$ cat src/rtl/booth_pkg.sv
// Shared definitions for the radix-16 Booth encode unit.
//   - FSM state enum
//   - operand / multiple width constants
//   - digit encoder: 5-bit overlapping group -> {neg, sel[3:0], shift[3:0]}
package booth_pkg;

    localparam int W1X  = 8;
    localparam int W3X  = 10;
    localparam int W5X  = 11;
    localparam int W7X  = 11;
    localparam int WADD = 11;

    typedef enum logic [2:0] {
        ST_IDLE  = 3'd0,
        ST_CALC3 = 3'd1,
        ST_CALC5 = 3'd2,
        ST_CALC7 = 3'd3,
        ST_HOLD  = 3'd4
    } state_e;

    typedef struct packed {
        logic       neg;
        logic [3:0] sel;    // one-hot: 1X, 3X, 5X, 7X
        logic [3:0] shift;  // one-hot: <<0 .. <<3
    } digit_enc_t;

    // Digit value d = -8*g4 + 4*g3 + 2*g2 + g1 + g0. The first four terms are
    // simply g[4:1] read as a signed nibble, so d = sext(g[4:1]) + g0, which
    // spans -8..+8 and fits a 5-bit signed result.
    function automatic digit_enc_t booth_digit(input logic [4:0] grp);
        logic [4:0] d;
        logic [4:0] mag;
        digit_enc_t r;
        d       = {grp[4], grp[4:1]} + {4'b0000, grp[0]};
        mag     = d[4] ? (~d + 5'd1) : d;
        r.neg   = d[4];
        r.sel   = 4'b0000;
        r.shift = 4'b0001;
        case (mag)
            5'd1: begin r.sel = 4'b0001; r.shift = 4'b0001; end
            5'd2: begin r.sel = 4'b0001; r.shift = 4'b0010; end
            5'd3: begin r.sel = 4'b0010; r.shift = 4'b0001; end
            5'd4: begin r.sel = 4'b0001; r.shift = 4'b0100; end
            5'd5: begin r.sel = 4'b0100; r.shift = 4'b0001; end
            5'd6: begin r.sel = 4'b0010; r.shift = 4'b0010; end
            5'd7: begin r.sel = 4'b1000; r.shift = 4'b0001; end
            5'd8: begin r.sel = 4'b0001; r.shift = 4'b1000; end
            default: begin r.sel = 4'b0000; r.shift = 4'b0001; end
        endcase
        return r;
    endfunction

endpackage

$ cat src/rtl/booth_digit_enc.sv
// Combinational Booth digit encoder for one radix-16 digit.
//   iGroup  : 5-bit overlapping multiplier group
//   oNeg    : digit is negative
//   oSel    : one-hot multiple select (1X, 3X, 5X, 7X); all-zero for a zero digit
//   oShift  : one-hot left-shift select (bit n = shift by n)
module booth_digit_enc
    import booth_pkg::*;
(
    input  logic [4:0] iGroup,
    output logic       oNeg,
    output logic [3:0] oSel,
    output logic [3:0] oShift
);

    digit_enc_t enc;

    assign enc    = booth_digit(iGroup);
    assign oNeg   = enc.neg;
    assign oSel   = enc.sel;
    assign oShift = enc.shift;

endmodule

$ cat src/rtl/booth_encode_unit.sv
// Booth encode unit for an 8x8 signed radix-16 multiplier.
// Captures an operand pair, encodes both multiplier digits at capture, then
// builds 3A, 5A and 7A over three cycles on a single shared adder and holds
// the complete set until the downstream unit takes it.
//   iClk, iRst          : clock, synchronous active-high reset
//   iValid/oReady       : operand pair handshake (iDatA, iDatB)
//   oValid/iReady       : encoded set handshake
//   oDat1X..oDat7X      : A, 3A, 5A, 7A (signed)
//   oNegative           : per-digit sign, [0] low digit, [1] high digit
//   oBoothSel/oShiftSel : per-digit one-hot multiple / shift selects
//
// state  | meaning
// IDLE   | waiting for an operand pair, oReady high
// CALC3  | adder forms 3A
// CALC5  | adder forms 5A
// CALC7  | adder forms 7A
// HOLD   | set presented, oValid high until iReady
module booth_encode_unit
    import booth_pkg::*;
(
    input  logic                  iClk,
    input  logic                  iRst,
    input  logic                  iValid,
    output logic                  oReady,
    input  logic [W1X-1:0]        iDatA,
    input  logic [7:0]            iDatB,
    output logic                  oValid,
    input  logic                  iReady,
    output logic [W1X-1:0]        oDat1X,
    output logic [W3X-1:0]        oDat3X,
    output logic [W5X-1:0]        oDat5X,
    output logic [W7X-1:0]        oDat7X,
    output logic [1:0]            oNegative,
    output logic [1:0][3:0]       oBoothSel,
    output logic [1:0][3:0]       oShiftSel
);

    state_e              state_q, state_d;
    logic [W1X-1:0]      a_q;
    logic [W3X-1:0]      dat3x_q;
    logic [W5X-1:0]      dat5x_q;
    logic [W7X-1:0]      dat7x_q;
    logic [1:0]          neg_q;
    logic [1:0][3:0]     sel_q;
    logic [1:0][3:0]     shift_q;

    logic                accept;
    logic [1:0]          neg_w;
    logic [1:0][3:0]     sel_w;
    logic [1:0][3:0]     shift_w;

    logic [WADD-1:0]     ax;
    logic [WADD-1:0]     add_a;
    logic                add_sub;
    logic [WADD-1:0]     add_sum;

    // Low digit sees an implied zero below B[0]; high digit overlaps at B[3].
    booth_digit_enc u_enc_lo (
        .iGroup (iDatB[3:0] & 4'hF ? {iDatB[3:0], 1'b0} : 5'b00000),
        .oNeg   (neg_w[0]),
        .oSel   (sel_w[0]),
        .oShift (shift_w[0])
    );

    booth_digit_enc u_enc_hi (
        .iGroup (iDatB[7:3]),
        .oNeg   (neg_w[1]),
        .oSel   (sel_w[1]),
        .oShift (shift_w[1])
    );

    assign oReady = (state_q == ST_IDLE);
    assign oValid = (state_q == ST_HOLD);
    assign accept = iValid & oReady;

    always_comb begin
        state_d = state_q;
        case (state_q)
            ST_IDLE:  if (accept) state_d = ST_CALC3;
            ST_CALC3: state_d = ST_CALC5;
            ST_CALC5: state_d = ST_CALC7;
            ST_CALC7: state_d = ST_HOLD;
            ST_HOLD:  if (iReady) state_d = ST_IDLE;
            default:  state_d = ST_IDLE;
        endcase
    end

    // Shared adder: (A << k) +/- A with A sign-extended to the full width.
    // Subtraction reuses the adder as a + ~b + 1.
    assign ax = {{(WADD-W1X){a_q[W1X-1]}}, a_q};

    always_comb begin
        add_a   = ax << 1;
        add_sub = 1'b0;
        case (state_q)
            ST_CALC5: add_a = ax << 2;
            ST_CALC7: begin
                add_a   = ax << 3;
                add_sub = 1'b1;
            end
            default: add_a = ax << 1;
        endcase
    end

    assign add_sum = add_a + (ax ^ {WADD{add_sub}}) + {{(WADD-1){1'b0}}, add_sub};

    always_ff @(posedge iClk) begin
        if (iRst) begin
            state_q <= ST_IDLE;
            a_q     <= '0;
            dat3x_q <= '0;
            dat5x_q <= '0;
            dat7x_q <= '0;
            neg_q   <= '0;
            sel_q   <= '0;
            shift_q <= '0;
        end else begin
            state_q <= state_d;
            if (accept) begin
                a_q     <= iDatA;
                neg_q   <= neg_w;
                sel_q   <= sel_w;
                shift_q <= shift_w;
            end
            case (state_q)
                ST_CALC3: dat3x_q <= add_sum[W3X-1:0];
                ST_CALC5: dat5x_q <= add_sum;
                ST_CALC7: dat7x_q <= add_sum;
                default: ;
            endcase
        end
    end

    assign oDat1X    = a_q;
    assign oDat3X    = dat3x_q;
    assign oDat5X    = dat5x_q;
    assign oDat7X    = dat7x_q;
    assign oNegative = neg_q;
    assign oBoothSel = sel_q;
    assign oShiftSel = shift_q;

endmodule

$ cat config.mk
export PLATFORM = sky130hd
export DESIGN_NAME = booth_encode_unit
export DESIGN_NICKNAME = d
export VERILOG_FILES = /design/src/rtl/booth_pkg.sv /design/src/rtl/booth_digit_enc.sv /design/src/rtl/booth_encode_unit.sv
export SDC_FILE = /design/constraint.sdc
export NUM_CORES = 1
export LEC_CHECK = 0
export CAP_MARGIN = 40
export CORE_UTILIZATION = 35
export CTS_BUF_LIST = sky130_fd_sc_hd__clkbuf_16
export CTS_CLUSTER_DIAMETER = 50
export CTS_CLUSTER_SIZE = 16
export DETAILED_ROUTE_END_ITERATION = 7
export REMOVE_ABC_BUFFERS = 1
export SKIP_CTS_REPAIR_TIMING = 1
export SLEW_MARGIN = 30
export SYNTH_ARGS = -nofsm -noshare
export SYNTH_HDL_FRONTEND = slang
export SYNTH_HIERARCHICAL = 1
export SYNTH_SLANG_ARGS = --single-unit
$ cat constraint.sdc
create_clock -name iClk -period 7 [get_ports iClk]
set_input_delay 0.7 -clock iClk [delete_from_list [all_inputs] [get_ports iClk]]
set_output_delay 0.7 -clock iClk [all_outputs]
set_load 0.01 [all_outputs]
== Word level (Yosys, flattened, before mapping) ==
Memories as Yosys holds them, arrays and structs flattened. A register that Yosys moved wholly into a read port is not among the register bits.
Cells that the tools add are included.

* Add/sub/neg operators: 6
* Bitwise logic cells: 4
* Equal/unequal tests: 6
* Reduce and logical (&&, ||, !) cells: 3
* Muxes and demuxes: 8

{| class="wikitable"
|+ Operators by type and width
! cell !! number
|-
| case mux 10 bit (2 select lines) || 1
|-
| two-way mux 5 bit || 3
|-
| case mux 3 bit (5 select lines) || 1
|-
| adder 11 x 1 -> 11 bit || 1
|-
| adder 11 bit || 1
|-
| bitwise XOR 11 bit || 1
|-
| adder 4 x 2 -> 5 bit || 2
|-
| adder 5 x 1 -> 5 bit, second input constant || 2
|-
| NOT 5 bit || 2
|-
| equality test 3 x 2 -> 1 bit, second input constant || 2
|-
| two-way mux 3 bit || 2
|-
| != test 2 x 1 -> 1 bit, second input constant || 2
|-
| nonzero test 4 bit || 1
|-
| equality test 3 x 1 -> 1 bit, second input constant || 1
|-
| equality test 3 bit, second input constant || 1
|-
| zero test 3 bit || 1
|-
| AND reduction 2 bit || 1
|-
| bitwise AND 1 bit || 1
|-
| two-way mux 1 bit || 1
|}

* Word-level logic and storage cells: 35
* ROM bits: 256
* Memories: 2
* Flip-flop bits (word level): 45
* Output and inout bits: 60

{| class="wikitable"
|+ Memories
! name !! words !! width !! rd ports !! clocked after Yosys merged registers in !! write ports !! RTL line !! source
|-
| (name not given) || 16 || 8 || 1 || 1 || 0 || booth_pkg.sv:39 || <nowiki>case (mag)</nowiki>
|-
| (name not given) || 16 || 8 || 1 || 1 || 0 || booth_pkg.sv:39 ||
|}

== Longest topological paths before layout ==
Gate-level depths: netlist of run 1.

* Depth in word-level cells: 6
* Gate-level depth with buffers: 13
* Depth with buffers taken out: 11

== Hierarchy ==
The synthesis of run 1 kept the hierarchy.

{| class="wikitable"
|+ By module, submodules not included
! module !! area an instance (um^2) !! cells an instance !! instances
|-
| booth_encode_unit || 3016.6 || 374 || 1
|-
| booth_digit_enc || 332.8 || 43 || 2
|}

== Worst setup path after synthesis of run 1 ==
No wires, ideal clock.

* Path type: flip-flop to flip-flop
* Start point: register state_q[2]
* End point: register dat3x_q[9], in the netlist oDat3X[9]
* Stages on the path, launching flop included: 14
* Arrival time: 2.613 ns
* Slack: 4.325 ns
* Required time: 6.938 ns
* Cells stage by stage: dfxtp_1 > buf_6 > nand3b_1 > inv_1 > ha_1 > a21oi_1 > o21ai_0 > ha_1 > clkbuf_1 > and3_1 > and2_0 > clkbuf_1 > a2111o_1 > nand3_1

* Longest elaborated chain between the ends: 5
* Elaborated cells between the ends (all ways): 8

{| class="wikitable"
|+ RTL lines
! element !! RTL line !! source
|-
| start: declaration || booth_encode_unit.sv:38 || <nowiki>state_e state_q, state_d;</nowiki>
|-
| start signal: assignment || booth_encode_unit.sv:118 || <nowiki>state_q <= state_d;</nowiki>
|-
| equality test 3 x 2 -> 1 bit || booth_encode_unit.sv:95 || <nowiki>case (state_q)</nowiki>
|-
| two-way mux 1 bit || booth_encode_unit.sv:95 ||
|-
| bitwise XOR 11 bit || booth_encode_unit.sv:105 || <nowiki>assign add_sum = add_a + (ax ^ {WADD{add_sub}}) + {{(WADD-1){1'b0}}, add_sub};</nowiki>
|-
| adder 11 bit || booth_encode_unit.sv:105 ||
|-
| adder 11 x 1 -> 11 bit || booth_encode_unit.sv:105 ||
|-
| end signal: assignment || booth_encode_unit.sv:126 || <nowiki>ST_CALC3: dat3x_q <= add_sum[W3X-1:0];</nowiki>
|-
| end: declaration || booth_encode_unit.sv:40 || <nowiki>logic [W3X-1:0] dat3x_q;</nowiki>
|}

Parallel ways exist; a longest one is shown, timed or not.
A chain may end at the register's enable or synchronous reset.

== Worst setup path after layout of run 1 ==
* Start point: register state_q[2]
* End point: register dat7x_q[9], in the netlist oDat7X[9]

* Longest elaborated chain between the ends: 5
* Elaborated cells between the ends (all ways): 7

{| class="wikitable"
|+ RTL lines
! element !! RTL line !! source
|-
| equality test 3 x 2 -> 1 bit || booth_encode_unit.sv:95, booth_encode_unit.sv:125 ||
|-
| two-way mux 1 bit || booth_encode_unit.sv:95 ||
|-
| bitwise XOR 11 bit || booth_encode_unit.sv:105 ||
|-
| adder 11 bit || booth_encode_unit.sv:105 ||
|-
| adder 11 x 1 -> 11 bit || booth_encode_unit.sv:105 ||
|-
| end signal: assignment || booth_encode_unit.sv:128 || <nowiki>ST_CALC7: dat7x_q <= add_sum;</nowiki>
|-
| end: declaration || booth_encode_unit.sv:42 || <nowiki>logic [W7X-1:0] dat7x_q;</nowiki>
|}

Parallel ways exist; a longest one is shown, timed or not.

==> results_dict.tcl, run 1 <==
set metrics [dict create \
    clockRootBuffer "clkbuf_16" \
    grt_pass1_wl_mm 15.3 \
    drtAntennaViolNets 0 \
    tns_ns 0 \
    cpLargestDelayFamily "simple AND/OR/NAND/NOR gates" \
    clk_pin_slew_worst_paths_ns 0.06 \
    slowest_delay_ns 0.48 \
    ys_top_cells_by_area "dfxtp_1 (33%), ha_1 (11%), nand2_1 (8.4%)" \
    drive_gt1_share_pct 6.06 \
    yosys.area.top_type "dfxtp_1" \
    dp_hpwl_mm 6.47 \
    worstMarginPinSlew_ns 0.655 \
    wl_mm 8.96 \
    synth-async-reset-ratio_pct 0 \
    fin_skew_ns 0.00888 \
    crit_path_start "state_q[2]" \
    portBuffers 79 \
    grt_start_max_net_pins 61 \
    slew_headroom_pct 56.3 \
    die_height_microns 105 \
    dieArea_sq_mm 0.0109 \
    synthCells 460 \
    gp_congestion 0.821 \
    grt_usage_pct 17.2 \
    synth-xor-area-share_pct 1.66 \
    num_rows 37 \
    fillers 1088 \
    yosysTopAreaCellShare_pct 33.2 \
    stdcell_area_sq_mm 0.00480 \
    initial_core_util_pct 35.8 \
    die_width_microns 105 \
    crit_buf_inv 2 \
    p_per_area_mw_per_mm2 224 \
    vdd_drop_max_mv 0.112 \
    power.leakage_uw 0.00185 \
    ys.flop_type "dfxtp_1" \
    cts.path.max_buffers 2 \
    cp_common_cell "ha_1" \
    drv_cap 0 \
    wl_per_cell_microns 13.5 \
    insertion_delay_ns 0.32 \
    criticalPathCategory "reg -> reg" \
    pin_count 80 \
    grt_pass1_vias 3221 \
    fin_crit_ns 3.27 \
    ys_warn_count 6 \
    antenna_found_initial 0 \
    syn_area_sq_mm 0.00368 \
    muxShareOfSynthArea_pct 4.49 \
    grt-ovfl-total 0 \
    num_vias 3351 \
    max_freq_ghz 0.306 \
    postLayoutCoreUtil_pct 46.7 \
    cp-end-kind "register" \
    avgSynthCellArea_sq_um 8.00 \
    drtIter0Drc 111 \
    synthTopCellsByCount "nand2_1 (82), dfxtp_1 (61), a21oi_1 (57), ha_1 (31), nand3_1 (22)" \
    worstHoldStart "oBoothSel[6]" \
    worstPathCellList "nand3b_1 > buf_4 > inv_1 > ha_1 > a21oi_1 > o21ai_0 > ha_1 > and3_1 > and2_0 > a2111o_1 > nand3_1" \
    synth_top_family_by_area "simple AND/OR/NAND/NOR gates" \
    hold_viol_final 0 \
    n_antenna_cell 0 \
    htreeDepth 3 \
    nets 575 \
    cts-buffers-inserted 9 \
    final_max_slew_viol_count 0 \
    placed_cell_area_sq_mm 0.00451 \
    synth.most_common_cell "nand2_1" \
    startpoint_type "register" \
    status "complete, no violations" \
    drc 0 \
    cts_tree "yes" \
    syn_to_final_growth_pct 30.3 \
    cp_slowest_cell "dfxtp_1" \
    critPathRequiredTime_ns 7.26 \
    synth_compound_area_share_pct 21.0 \
    whs_ns 0.452 \
    rsz0062_at_grt "false" \
    min_period_over_period_pct 46.8 \
    cp.arrival_ns 3.54 \
    r2r_start "state_q[2]" \
    routed_via_density 5.05 \
    firstDrtPassIters 4 \
    path_max_fanout 24 \
    yosys.area_share.simple_pct 22.1 \
    synth_adder_area_share_pct 11.1 \
    clock_sinks 61 \
    synth_cell_types 55 \
    synth-edff-count 0 \
    setup_viol 0 \
    min_path_type "reg -> reg" \
    seq_area_frac_synth_pct 33.2 \
    synth_seq_cells 61 \
    core_area_sq_mm 0.0103 \
]
==> final cells by class <==
class / count / area, sq um / share of cell area, %
Sequential cell: 61 / 1220 / 25.4
Tap cell: 136 / 170 / 3.55
Timing Repair Buffer: 84 / 832 / 17.3
Clock buffer: 9 / 225 / 4.69
Multi-Input combinational cell: 349 / 2230 / 46.4
Clock inverter: 7 / 57.6 / 1.20
Inverter: 18 / 67.6 / 1.41
==> cells by family after synthesis <==
family,after synthesis
compound gates,123
xor+xnor,7
fa+ha+maj,32
buf+inv,51
flops,61
mux,13
other cells,1
simple gates,172
==> routing by layer <==
layer | vias up | GRT usage [%] | share of wire, %
met2 | 71 | 27.4 | 46
met1 | 1515 | 22.7 | 49
met5 | - | 0 | 0
li1 | 1755 | - | -
met3 | 10 | 3.43 | 3.9
met4 | 0 | 6.94 | 1.4
==> sequential cells by signal (all words and copies together), names as in the netlist <==
| register | count |
|---|---|
| oNegative | 2 |
| oShiftSel | 8 |
| state_q | 3 |
| oBoothSel | 8 |
| oDat1X | 8 |
| oDat7X | 11 |
| oDat5X | 11 |
| oDat3X | 10 |
==> power by group <==
group / leakage (uW) / switching (uW) / internal [uW]
clock: 0.000148 / 153 / 270
sequential: 0.000496 / 18.9 / 370
combinational: 0.00121 / 147 / 117
total: 0.00185 / 319 / 757
==> worst reg2reg max path: stages (launching register included) <==
cell      delay [ns]
dfxtp_1         0.48
nand3b_1        0.16
buf_4           0.27
inv_1           0.31
ha_1            0.28
a21oi_1         0.10
o21ai_0         0.09
ha_1            0.46
and3_1          0.27
and2_0          0.26
a2111o_1        0.45
nand3_1         0.07
==> cells in the final DEF (no fill, tap or decap), types with 5 or more instances in the layout <==
cell type	n
inv_1	19
mux2i_1	9
dfxtp_1	61
clkbuf_16	9
ha_1	31
or3_1	5
a211oi_1	10
nand2_1	82
nor2_1	15
o21ai_0	14
nor3_1	14
o31ai_1	9
a21oi_1	57
clkdlybuf4s50_1	78
nand3_1	22
a21boi_0	5
==> through the flow <==
stage          std cells  total power [uW]  worst slack (ns)
3_3_place_gp         645               652              3.85
2_1_floorplan        428               551              3.85
4_1_cts              663              1090              3.75
3_5_place_dp         647               661              3.78
5_1_grt              664              1140              3.40
6_report             664              1080              3.73
==> path summary, 6_finish.rpt <==
check                                     to  slack (ns)  cells past startpoint
worst max register to register     oDat7X[9]        3.73                     11
worst min register to register  oBoothSel[6]        0.45                      2
worst max-delay path               oDat7X[9]        3.73                     11
worst min-delay path            oBoothSel[6]        0.45                      2
Power figures use the tool's default switching activity.
==> run 2, diff against run 1 <==
- clock period: 7 -> 2.6 ns (I/O delays scaled with it)
==> run 2 against run 1 <==
  * Clock power increased by 140%
  * Utilization increased by 1.2 points
  * Wire length increased by 3.4%
  * Critical path type unchanged
  * Largest power group is now registers
==> results_dict.tcl, run 2 (synthesized netlist as in run 1, its figures left out) <==
set metrics [dict create \
    gp_congestion 0.873 \
    wl_mm 9.27 \
    drc 0 \
    num_vias 3491 \
    clk_pin_slew_worst_paths_ns 0.05 \
    final_cell_mix "nand2_1 (82), clkdlybuf4s50_1 (78), dfxtp_1 (60)" \
    dp_hpwl_mm 6.77 \
    grt_start_max_net_pins 32 \
    drive_gt1_share_pct 9.93 \
    critPathRequiredTime_ns 2.86 \
    antenna_found_initial 0 \
    worstMarginPinSlew_ns 0.815 \
    hold_viol_final 0 \
    n_antenna_cell 0 \
    nets 592 \
    cp-end-kind "register" \
    insertion_delay_ns 0.32 \
    core_area_sq_mm 0.0103 \
    clockRootBuffer "clkbuf_16" \
    crit_path_start "state_q[2]" \
    grt_pass1_vias 3279 \
    firstDrtPassIters 5 \
    stdcell_count 680 \
    grt_usage_pct 17.6 \
    vdd_drop_max_mv 0.276 \
    clock_sinks 61 \
    p_per_area_mw_per_mm2 572 \
    max_freq_ghz 0.408 \
    reg2reg_to "oDat3X[9]" \
    final_max_slew_viol_count 0 \
    power.leakage_uw 0.00192 \
    drv_cap 0 \
    min_period_over_period_pct 94.2 \
    rrSetupSlack_ns 0.15 \
    startpoint_type "register" \
    grt-ovfl-total 0 \
    drtIter0Drc 127 \
    cts.path.max_buffers 2 \
    slew_headroom_pct 45.3 \
    whs_ns 0.453 \
    initial_core_util_pct 35.8 \
    fin_crit_ns 2.45 \
    routed_via_density 5.13 \
    pin_count 80 \
    portBuffers 79 \
    final_common_cell "nand2_1" \
    status "complete, no violations" \
    drtAntennaViolNets 0 \
    cp.arrival_ns 2.71 \
    wl_per_cell_microns 13.6 \
    critPathCapture "oDat3X[9]" \
    criticalPathCategory "reg -> reg" \
    die_width_microns 105 \
    num_rows 37 \
    htreeDepth 3 \
    r2r_start "state_q[2]" \
    path_max_fanout 8 \
    cts-buffers-inserted 9 \
    fin_skew_ns 0.00461 \
    place_inst 662 \
    die_height_microns 105 \
    min_path_type "reg -> reg" \
    cts_tree "yes" \
    grt_pass1_wl_mm 15.7 \
    setup_viol 0 \
    dieArea_sq_mm 0.0109 \
    rr_worst_depth 9 \
    syn_to_final_growth_pct 33.7 \
]
run 2: cell count changes in the layout (fill, tap and decap cells not counted), moves of 2 or more:
| cell | change |
|---|---|
| buf_4 | +20 |
| clkinv_2 | -3 |
| a21oi_1 | -2 |
| a21oi_2 | +2 |
| clkinv_1 | +2 |
| ha_1 | -2 |
| ha_2 | +2 |
run 2: metal layers:
| metal | track usage, % | share of wire [%] | up-vias |
|---|---|---|---|
| met3 | 2.87 | 3.6 | 10 |
| met2 | 28.7 | 47 | 74 |
| met4 | 6.14 | 1.6 | 0 |
| met1 | 23.4 | 48 | 1620 |
| met5 | 0 | 0 | - |
| li1 | - | - | 1787 |
run 2: report_power, final:
group          leakage, uW  switching (uW)  internal [uW]
Sequential        0.000496            44.4            997
Combinational      0.00130             420            348
Clock             0.000130             387            619
run 2: final cells by class:
class	instances	area, sq um
multi-input combinational	349	2260
clock inverter	6	23.8
fill	1056	5350
clock buffer	9	225
tap	136	170
inverter	18	67.6
timing repair buffer	101	951
sequential	61	1220
run 2: how the worst min path moves through the flow:
stage | depth (start not counted) | start | endpoint | slack, ns
2_1_floorplan | 1 | iRst | oBoothSel[0] | 0.33
3_3_place_gp | 2 | oBoothSel[6] | oBoothSel[6] | 0.45
3_5_place_dp | 2 | oDat7X[1] | oDat7X[1] | 0.45
4_1_cts | 2 | iRst | oShiftSel[1] | 0.45
5_1_grt | 2 | oShiftSel[7] | oShiftSel[7] | 0.47
6_report | 2 | oBoothSel[5] | oBoothSel[5] | 0.45
run 2: through the flow:
step / util (%) / worst slack [ns] / cell area (sq um) / setup TNS, ns / total power (uW)
after floorplan: - / -0.548 / 3510 / -9.07 / 1480
after global placement: 44.9 / 0.0870 / 4610 / 0 / 1790
after detailed placement: 44.9 / 0.0318 / 4610 / 0 / 1810
after CTS: 47.3 / 0.0483 / 4860 / 0 / 2820
after global routing: 47.9 / -0.0473 / 4920 / -0.164 / 2980
final: 47.9 / 0.150 / 4920 / 0 / 2810
run 2: worst max-delay path, stage by stage, from the launching register on:
cell      delay (ns)
dfxtp_1         0.39
nand3b_1        0.16
inv_2           0.09
buf_4           0.14
ha_1            0.27
ha_1            0.37
and3_1          0.21
and2_0          0.25
a2111o_1        0.44
nand3_1         0.06
